<file path="src/rtl/input_conditioner.sv">
// Input front end for the LED game: two-flop synchronisers and per-channel debounce for the
// slide switches and the active-low START key, plus press/change pulses and a one-hot flag.
module input_conditioner #(
  parameter int WIDTH        = 10,
  parameter int STABLE_COUNT = 50000,
  parameter int CNT_W        = 16
) (
  input  logic             clock,
  input  logic             reset,
  input  logic [WIDTH-1:0] switch_raw,
  input  logic             start_raw,
  output logic [WIDTH-1:0] switch_out,
  output logic             start_out,
  output logic             start_press,
  output logic             switch_changed,
  output logic             switch_onehot
);

  // Channel WIDTH is the START key; it rests high, the switches rest low.
  localparam logic [WIDTH:0]   RST_VAL = {1'b1, {WIDTH{1'b0}}};
  localparam logic [CNT_W-1:0] LAST    = CNT_W'(STABLE_COUNT - 1);

  logic [WIDTH:0] sync1_r;
  logic [WIDTH:0] sync2_r;
  logic [WIDTH:0] out_s;
  logic [WIDTH:0] prev_r;
  logic           start_press_r;
  logic           switch_changed_r;

  function automatic logic is_onehot(input logic [WIDTH-1:0] v);
    logic seen;
    logic multi;
    seen  = 1'b0;
    multi = 1'b0;
    for (int i = 0; i < WIDTH; i++) begin
      multi = multi | (seen & v[i]);
      seen  = seen | v[i];
    end
    return seen & ~multi;
  endfunction

  // Two-flop synchroniser for all raw pins.
  always_ff @(posedge clock) begin
    if (reset) begin
      sync1_r <= RST_VAL;
      sync2_r <= RST_VAL;
    end else begin
      sync1_r <= {start_raw, switch_raw};
      sync2_r <= sync1_r;
    end
  end

  for (genvar g = 0; g <= WIDTH; g++) begin : g_chan
    logic             out_r;
    logic [CNT_W-1:0] cnt_r;

    // Debounce: commit the synchronised level after STABLE_COUNT disagreeing cycles.
    always_ff @(posedge clock) begin
      if (reset) begin
        out_r <= RST_VAL[g];
        cnt_r <= {CNT_W{1'b0}};
      end else if (sync2_r[g] == out_r) begin
        cnt_r <= {CNT_W{1'b0}};
      end else if (cnt_r == LAST) begin
        out_r <= sync2_r[g];
        cnt_r <= {CNT_W{1'b0}};
      end else begin
        cnt_r <= cnt_r + {{(CNT_W-1){1'b0}}, 1'b1};
      end
    end

    assign out_s[g] = out_r;
  end

  // Edge detection against the previous debounced levels; reset loads prev with the reset
  // levels so a forced return to rest never looks like an edge.
  always_ff @(posedge clock) begin
    if (reset) begin
      prev_r           <= RST_VAL;
      start_press_r    <= 1'b0;
      switch_changed_r <= 1'b0;
    end else begin
      prev_r           <= out_s;
      start_press_r    <= prev_r[WIDTH] & ~out_s[WIDTH];
      switch_changed_r <= (prev_r[WIDTH-1:0] != out_s[WIDTH-1:0]);
    end
  end

  assign switch_out     = out_s[WIDTH-1:0];
  assign start_out      = out_s[WIDTH];
  assign start_press    = start_press_r;
  assign switch_changed = switch_changed_r;
  assign switch_onehot  = is_onehot(out_s[WIDTH-1:0]);

endmodule

</file>
<file path="config.mk">
export PLATFORM = sky130hd
export DESIGN_NAME = input_conditioner
export DESIGN_NICKNAME = d
export VERILOG_FILES = /design/src/rtl/input_conditioner.sv
export SDC_FILE = /design/constraint.sdc
export NUM_CORES = 1
export LEC_CHECK = 0
export ABC_AREA = 1
export CAP_MARGIN = 25
export CELL_PAD_IN_SITES_DETAIL_PLACEMENT = 0
export CELL_PAD_IN_SITES_GLOBAL_PLACEMENT = 1
export CORE_MARGIN = 4
export CORE_UTILIZATION = 47
export CTS_BUF_LIST = sky130_fd_sc_hd__clkbuf_2 sky130_fd_sc_hd__clkbuf_4 sky130_fd_sc_hd__clkbuf_8
export DETAILED_ROUTE_END_ITERATION = 12
export PLACE_DENSITY = 0.84
export SYNTH_ARGS = -nofsm -noshare
export SYNTH_HDL_FRONTEND = slang
export SYNTH_SLANG_ARGS = --single-unit
</file>
<file path="constraint.sdc">
create_clock -name clock -period 2.1 [get_ports clock]
set_input_delay 0.42 -clock clock [delete_from_list [all_inputs] [get_ports clock]]
set_output_delay 0.42 -clock clock [all_outputs]
set_load 0.05 [all_outputs]
</file>
Word-level counts from Yosys, hierarchy flattened

Index checks and enable logic that the tools add are counted.

Logic and storage cells: 124
Flip-flop bits (word level): 222
Output and inout port bits: 14

Reductions and logical operators: 22
Add/subtract/negate cells: 11
Eq/ne operators: 23
Bitwise operators: 41

Operators by type and width:

| kind                    | count |
|---|---|
| $add A16 B1 Y16 const B | 11 |
| $eq A16 B16 Y1 const B  | 11 |
| $reduce_or A3 Y1        | 11 |
| $reduce_and A2 Y1       | 11 |
| $or A1 B1 Y1            | 17 |
| $not A1 Y1              | 13 |
| $and A1 B1 Y1           | 11 |
| $eq A1 B1 Y1            | 11 |
| $ne A10 B10 Y1          | 1 |

Logic depth before layout (Yosys ltp)

Gate-level depths: netlist of the first run.

Depth after elaboration: 12
Depth in mapped cells: 10
Mapped depth without buffers: 10

Worst setup path after synthesis of the first run

OpenSTA, ideal clock, no wires.

Path type: register -> output
From: reg g_chan[1].out_r
To: out switch_onehot
Path buffers: 0
Slack: 44 ps
Required time: 1680 ps
Arrival time: 1636 ps
Stages on the path, launching flop included: 8
Cell sequence: dfxtp_1 > nor2_1 > nand4_1 > nor2_1 > nand3_1 > nand2_1 > nand3_1 > nor2_1

Cells in the longest elaborated chain, start to end: 12
Elaborated cells on any way between the ends: 28
Those cells by class: bitwise (28)

RTL lines:

| item                                                     | RTL line | source |
|---|---|---|
| from (decl)                                              | 54       | `logic out_r;` |
| from (signal assigned)                                   | 60       | `out_r <= RST_VAL[g];` |
| from (signal assigned)                                   | 65       | `out_r <= sync2_r[g];` |
| $or A1 B1 Y1                                             | 37       | `seen = seen \| v[i];` |
| $and A1 B1 Y1 or $or A1 B1 Y1 (tied branches)            | 36, 37   |  |
| $or A1 B1 Y1, or another cell as far along (6 in series) | 36       | `multi = multi \| (seen & v[i]);` |
| $or A1 B1 Y1 or $and A1 B1 Y1 (tied branches)            | 36       |  |
| $or A1 B1 Y1                                             | 36       |  |
| $not A1 Y1                                               | 39       | `return seen & ~multi;` |
| $and A1 B1 Y1 *                                          | 39       |  |
| to (decl)                                                | 16       | `output logic switch_onehot` |

Every way passes the cells marked *; elsewhere a longest branch is shown, timed or not.

Final worst setup path of the first run

From: reg g_chan[0].out_r
To: out switch_onehot

Cells in the longest elaborated chain, start to end: 12
Elaborated cells on any way between the ends: 28
Those cells by class: bitwise (28)

RTL lines:

| item                                                     | RTL line |
|---|---|
| from (decl)                                              | 54 |
| from (signal assigned)                                   | 60 |
| from (signal assigned)                                   | 65 |
| $or A1 B1 Y1                                             | 37 |
| $and A1 B1 Y1 or $or A1 B1 Y1 (tied branches)            | 36, 37 |
| $or A1 B1 Y1, or another cell as far along (6 in series) | 36 |
| $or A1 B1 Y1 or $and A1 B1 Y1 (tied branches)            | 36 |
| $or A1 B1 Y1                                             | 36 |
| $not A1 Y1                                               | 39 |
| $and A1 B1 Y1 *                                          | 39 |

Marked as above.

==> results of run 1 <==
-- worst min-delay path, delay by kind of cell --
kind,cells,cell delay [ns]
simple gates,1,0.12
buf+inv,2,0.25
-- synthesized netlist by cell type (all sizes together) --
library cell,number
nor4,12
dfxtp,222
nor3b,10
o21ai,26
or2,46
and3,1
xnor2,20
and2,1
a21oi,103
nand2,268
xor2,25
ha,11
inv,193
o31ai,3
nand3b,6
nand3,100
nand4,51
a31oi,8
clkbuf,5
nor2,232
nor3,62
buf,23
-- layout by cell type (no fill, tap or decap), drive strengths merged --
| master | netlist | routed |
|---|---|---|
| clkbuf | 5 | 64 |
| and2 | 1 | 1 |
| buf | 23 | 18 |
| and3 | 1 | 1 |
| nor3 | 62 | 62 |
| xor2 | 25 | 25 |
| nand4 | 51 | 51 |
| ha | 11 | 11 |
| dfxtp | 222 | 222 |
| nand3 | 100 | 100 |
| nor2 | 232 | 232 |
| dlygate4sd2 | 0 | 4 |
| o21ai | 26 | 26 |
| a21oi | 103 | 103 |
| a31oi | 8 | 8 |
| nand3b | 6 | 6 |
| inv | 193 | 193 |
| nor3b | 10 | 10 |
| o31ai | 3 | 3 |
| nor4 | 12 | 12 |
| xnor2 | 20 | 20 |
| or2 | 46 | 46 |
| clkinv | 0 | 6 |
| clkdlybuf4s50 | 0 | 13 |
| nand2 | 268 | 268 |
-- repair_timing --
action	CTS	global route
setup buffers	0	1
pin swaps	1	7
setup endpoints to repair	5	1
gates resized for setup	9	10
-- registers in the layout, indices dropped and copies added (netlist names) --
signal,flops
g_chan.cnt_r,176
g_chan.out_r,10
prev_r,11
start_out,1
start_press,1
switch_changed,1
sync1_r,11
sync2_r,11
-- layer usage --
layer  up-vias  global-route usage, %  routed length (um)
met5         -                      0                   0
met4         0                   6.12                 586
met3        42                   3.63                 821
met2       119                   27.7                9200
met1      3859                   22.5               10000
li1       4706                      -                   -
-- through the flow --
stage / hold slack, ns / util [%] / instance area, um^2
2_1_floorplan: 0.388 / - / 10400
3_3_place_gp: 0.390 / 49.8 / 10900
3_5_place_dp: 0.396 / 49.8 / 10900
4_1_cts: 0.305 / 53.6 / 11700
5_1_grt: 0.335 / 53.8 / 11700
6_report: 0.314 / 53.8 / 11700
-- how the worst min path moves through the flow --
| stage | start | endpoint | depth (start not counted) |
|---|---|---|---|
| CTS | reset | start_out$_SDFFE_PP1P_ | 3 |
| global placement | sync1_r[6]$_SDFF_PP0_ | sync2_r[6]$_SDFF_PP0_ | 2 |
| floorplan | sync1_r[0]$_SDFF_PP0_ | sync2_r[0]$_SDFF_PP0_ | 2 |
| finish | reset | start_out$_SDFFE_PP1P_ | 3 |
| global route | reset | start_out$_SDFFE_PP1P_ | 3 |
| detailed placement | sync1_r[1]$_SDFF_PP0_ | sync2_r[1]$_SDFF_PP0_ | 2 |
-- cell type report --
type	count	area share, %
clock buffers	64	6.76
inverters	193	6.17
repair buffers	35	2.64
flip-flops and latches	222	37.9
multi-input cells	985	43.3
clock inverters	6	0.256
well taps	280	2.99
-- cell families (layout without fill, tap and decap cells) --
| family | Yosys count | count (layout) |
|---|---|---|
| flip-flops | 222 | 222 |
| buffers and inverters | 221 | 298 |
| adder cells (fa/ha/maj) | 11 | 11 |
| AND/OR/NAND/NOR | 789 | 789 |
| XOR/XNOR | 45 | 45 |
| AO/OA/AOI/OAI | 140 | 140 |
-- report_power, final --
part,internal (mW),total [mW],switching [mW],leakage (nW)
clock,2.38,4.10,1.72,0.447
sequential,4.24,4.25,0.0141,1.79
combinational,0.0402,0.111,0.0708,1.76
==> flow_summary.ini, run 1 <==
[critical_path]
reg2regPathDepth = 6
cp.required_ns = 1.68
cp_num_buf_inv = 1
crit_chain = nor2_4 -> nand4_1 -> nor2_2 -> nand3_2 -> nand2_2 -> nand3_2 -> nor2_4 -> buf_12
r2r_end = g_chan[10].cnt_r[7]$_SDFF_PP0_
cp_max_fo = 4
start_kind = flip-flop
crit_start = g_chan[0].out_r$_SDFFE_PP0P_
reg2reg_slack_ns = 0.39
cp_top_family = simple AND/OR/NAND/NOR gates
crit_path_end = switch_onehot
path_class = flip-flop to primary output
max_stage_delay_ns = 0.36
crit_arrival_ns = 1.91
r2r_start = g_chan[10].cnt_r[0]$_SDFF_PP0_
crit_cells = 8
end_kind = primary output
slowest_stage = dfxtp_4

[layout]
drive_above_1_share_pct = 13.3
final_cells = 1785
area_delta_synth_final_pct = 12.6
multiInputGateArea_um2 = 5080
nNetsFinal = 1500
diodes = 0
fillCellCount = 2168
register_area_um2 = 4450

[clock_network]
cts_buffers = 39
path_clk_slew_ns = 0.06
ctsHoldBuffers = 0
cts_tree = built
htreeDepth = 2
cts_root_buffer = clkbuf_8
worstSkewPairLatency_ns = 0.52
clk_path_buf_depth = 3
clock_sinks = 222

[yosys]
yosys-mux-area-fraction_pct = 0
synth_seq_area_share_pct = 42.6
syn_area_per_cell_um2 = 7.30
syn-cell-area_um2 = 10400
synth_xor_area_share_pct = 3.78
synth_cell_types = 36
yosys_register_bits = 222
synth_compound_gate_area_share_pct = 7.11
yosys_warnings = 0
synth-simple-area-share_pct = 36.2
synth.area.top_cells = dfxtp_1, nand2_1, nor2_1, inv_1, a21oi_1
synth_top_family_by_area = simple AND/OR/NAND/NOR gates
yosys.area.top_type_share_pct = 42.6
synthAdderAreaFrac_pct = 1.32
yosys.area.top_type = dfxtp_1
postSynthCellCount = 1428
syn-num-nets = 1452

[timing]
layout_min_cycle_time_ns = 2.33
fin_skew_ns = 0.00966
hold_viol = 0
rsz0062_at_grt = true
maxSlewViolCount = 0
slew_headroom_pct = 66.0
finalSetupViolCount = 1
worst_pin_slew_ns = 0.513
setup_ws_ns = -0.225
fmax_mhz = 430
period_share_pct = 111
finalSetupTns_ns = -0.225

[routing]
drtPass1Iterations = 5
drtIter0Drc = 432
via_per_inst = 4.89
antenna_left = 0
num_vias = 8726
wl_per_cell_um = 11.5
route.detailed.drc = 0
drt_wl_total_um = 20600

[global_routing]
grt.total_usage_pct = 17.0
grt_max_degree = 38
grt_pass1_wl_um = 35800
grt_overflow_total = 0
grt_pass1_vias = 8036
antenna_found_initial = 0

[power_and_ir_drop]
power_mw = 8.46
power_density_nw_per_um2 = 721
ir_drop_uv = 541
p_leak_nw = 4.00

[floorplanning]
core_um2 = 21800
io_pins = 27
die-area_um2 = 24600
die_x_um = 157
rows = 54
dieHeight_um = 157
start_util_pct = 47.8

[placement]
placement.io_buffers = 26
dp_slack_ns = 0.106
dp_hpwl_um = 14700
gp_congestion = 0.846
dp.cells = 1714

[status]
violations = negative setup slack
status = finished with violations

[flow_run]
max-cap-violations = 0

[worst_hold_path]
hold_class = input port to flip-flop
No activity file was read; power rests on OpenSTA's default activity.
==> inputs of run 2 (changes only) <==
--- a/config.mk
+++ b/config.mk
@@ -6,6 +6,7 @@
 export NUM_CORES = 1
 export LEC_CHECK = 0
 export ABC_AREA = 1
+export ABC_CLOCK_PERIOD_IN_PS = 2100
 export CAP_MARGIN = 25
 export CELL_PAD_IN_SITES_DETAIL_PLACEMENT = 0
 export CELL_PAD_IN_SITES_GLOBAL_PLACEMENT = 1
==> results of run 2 <==
Final layout, timing and power as in run 1 (identical DEF).
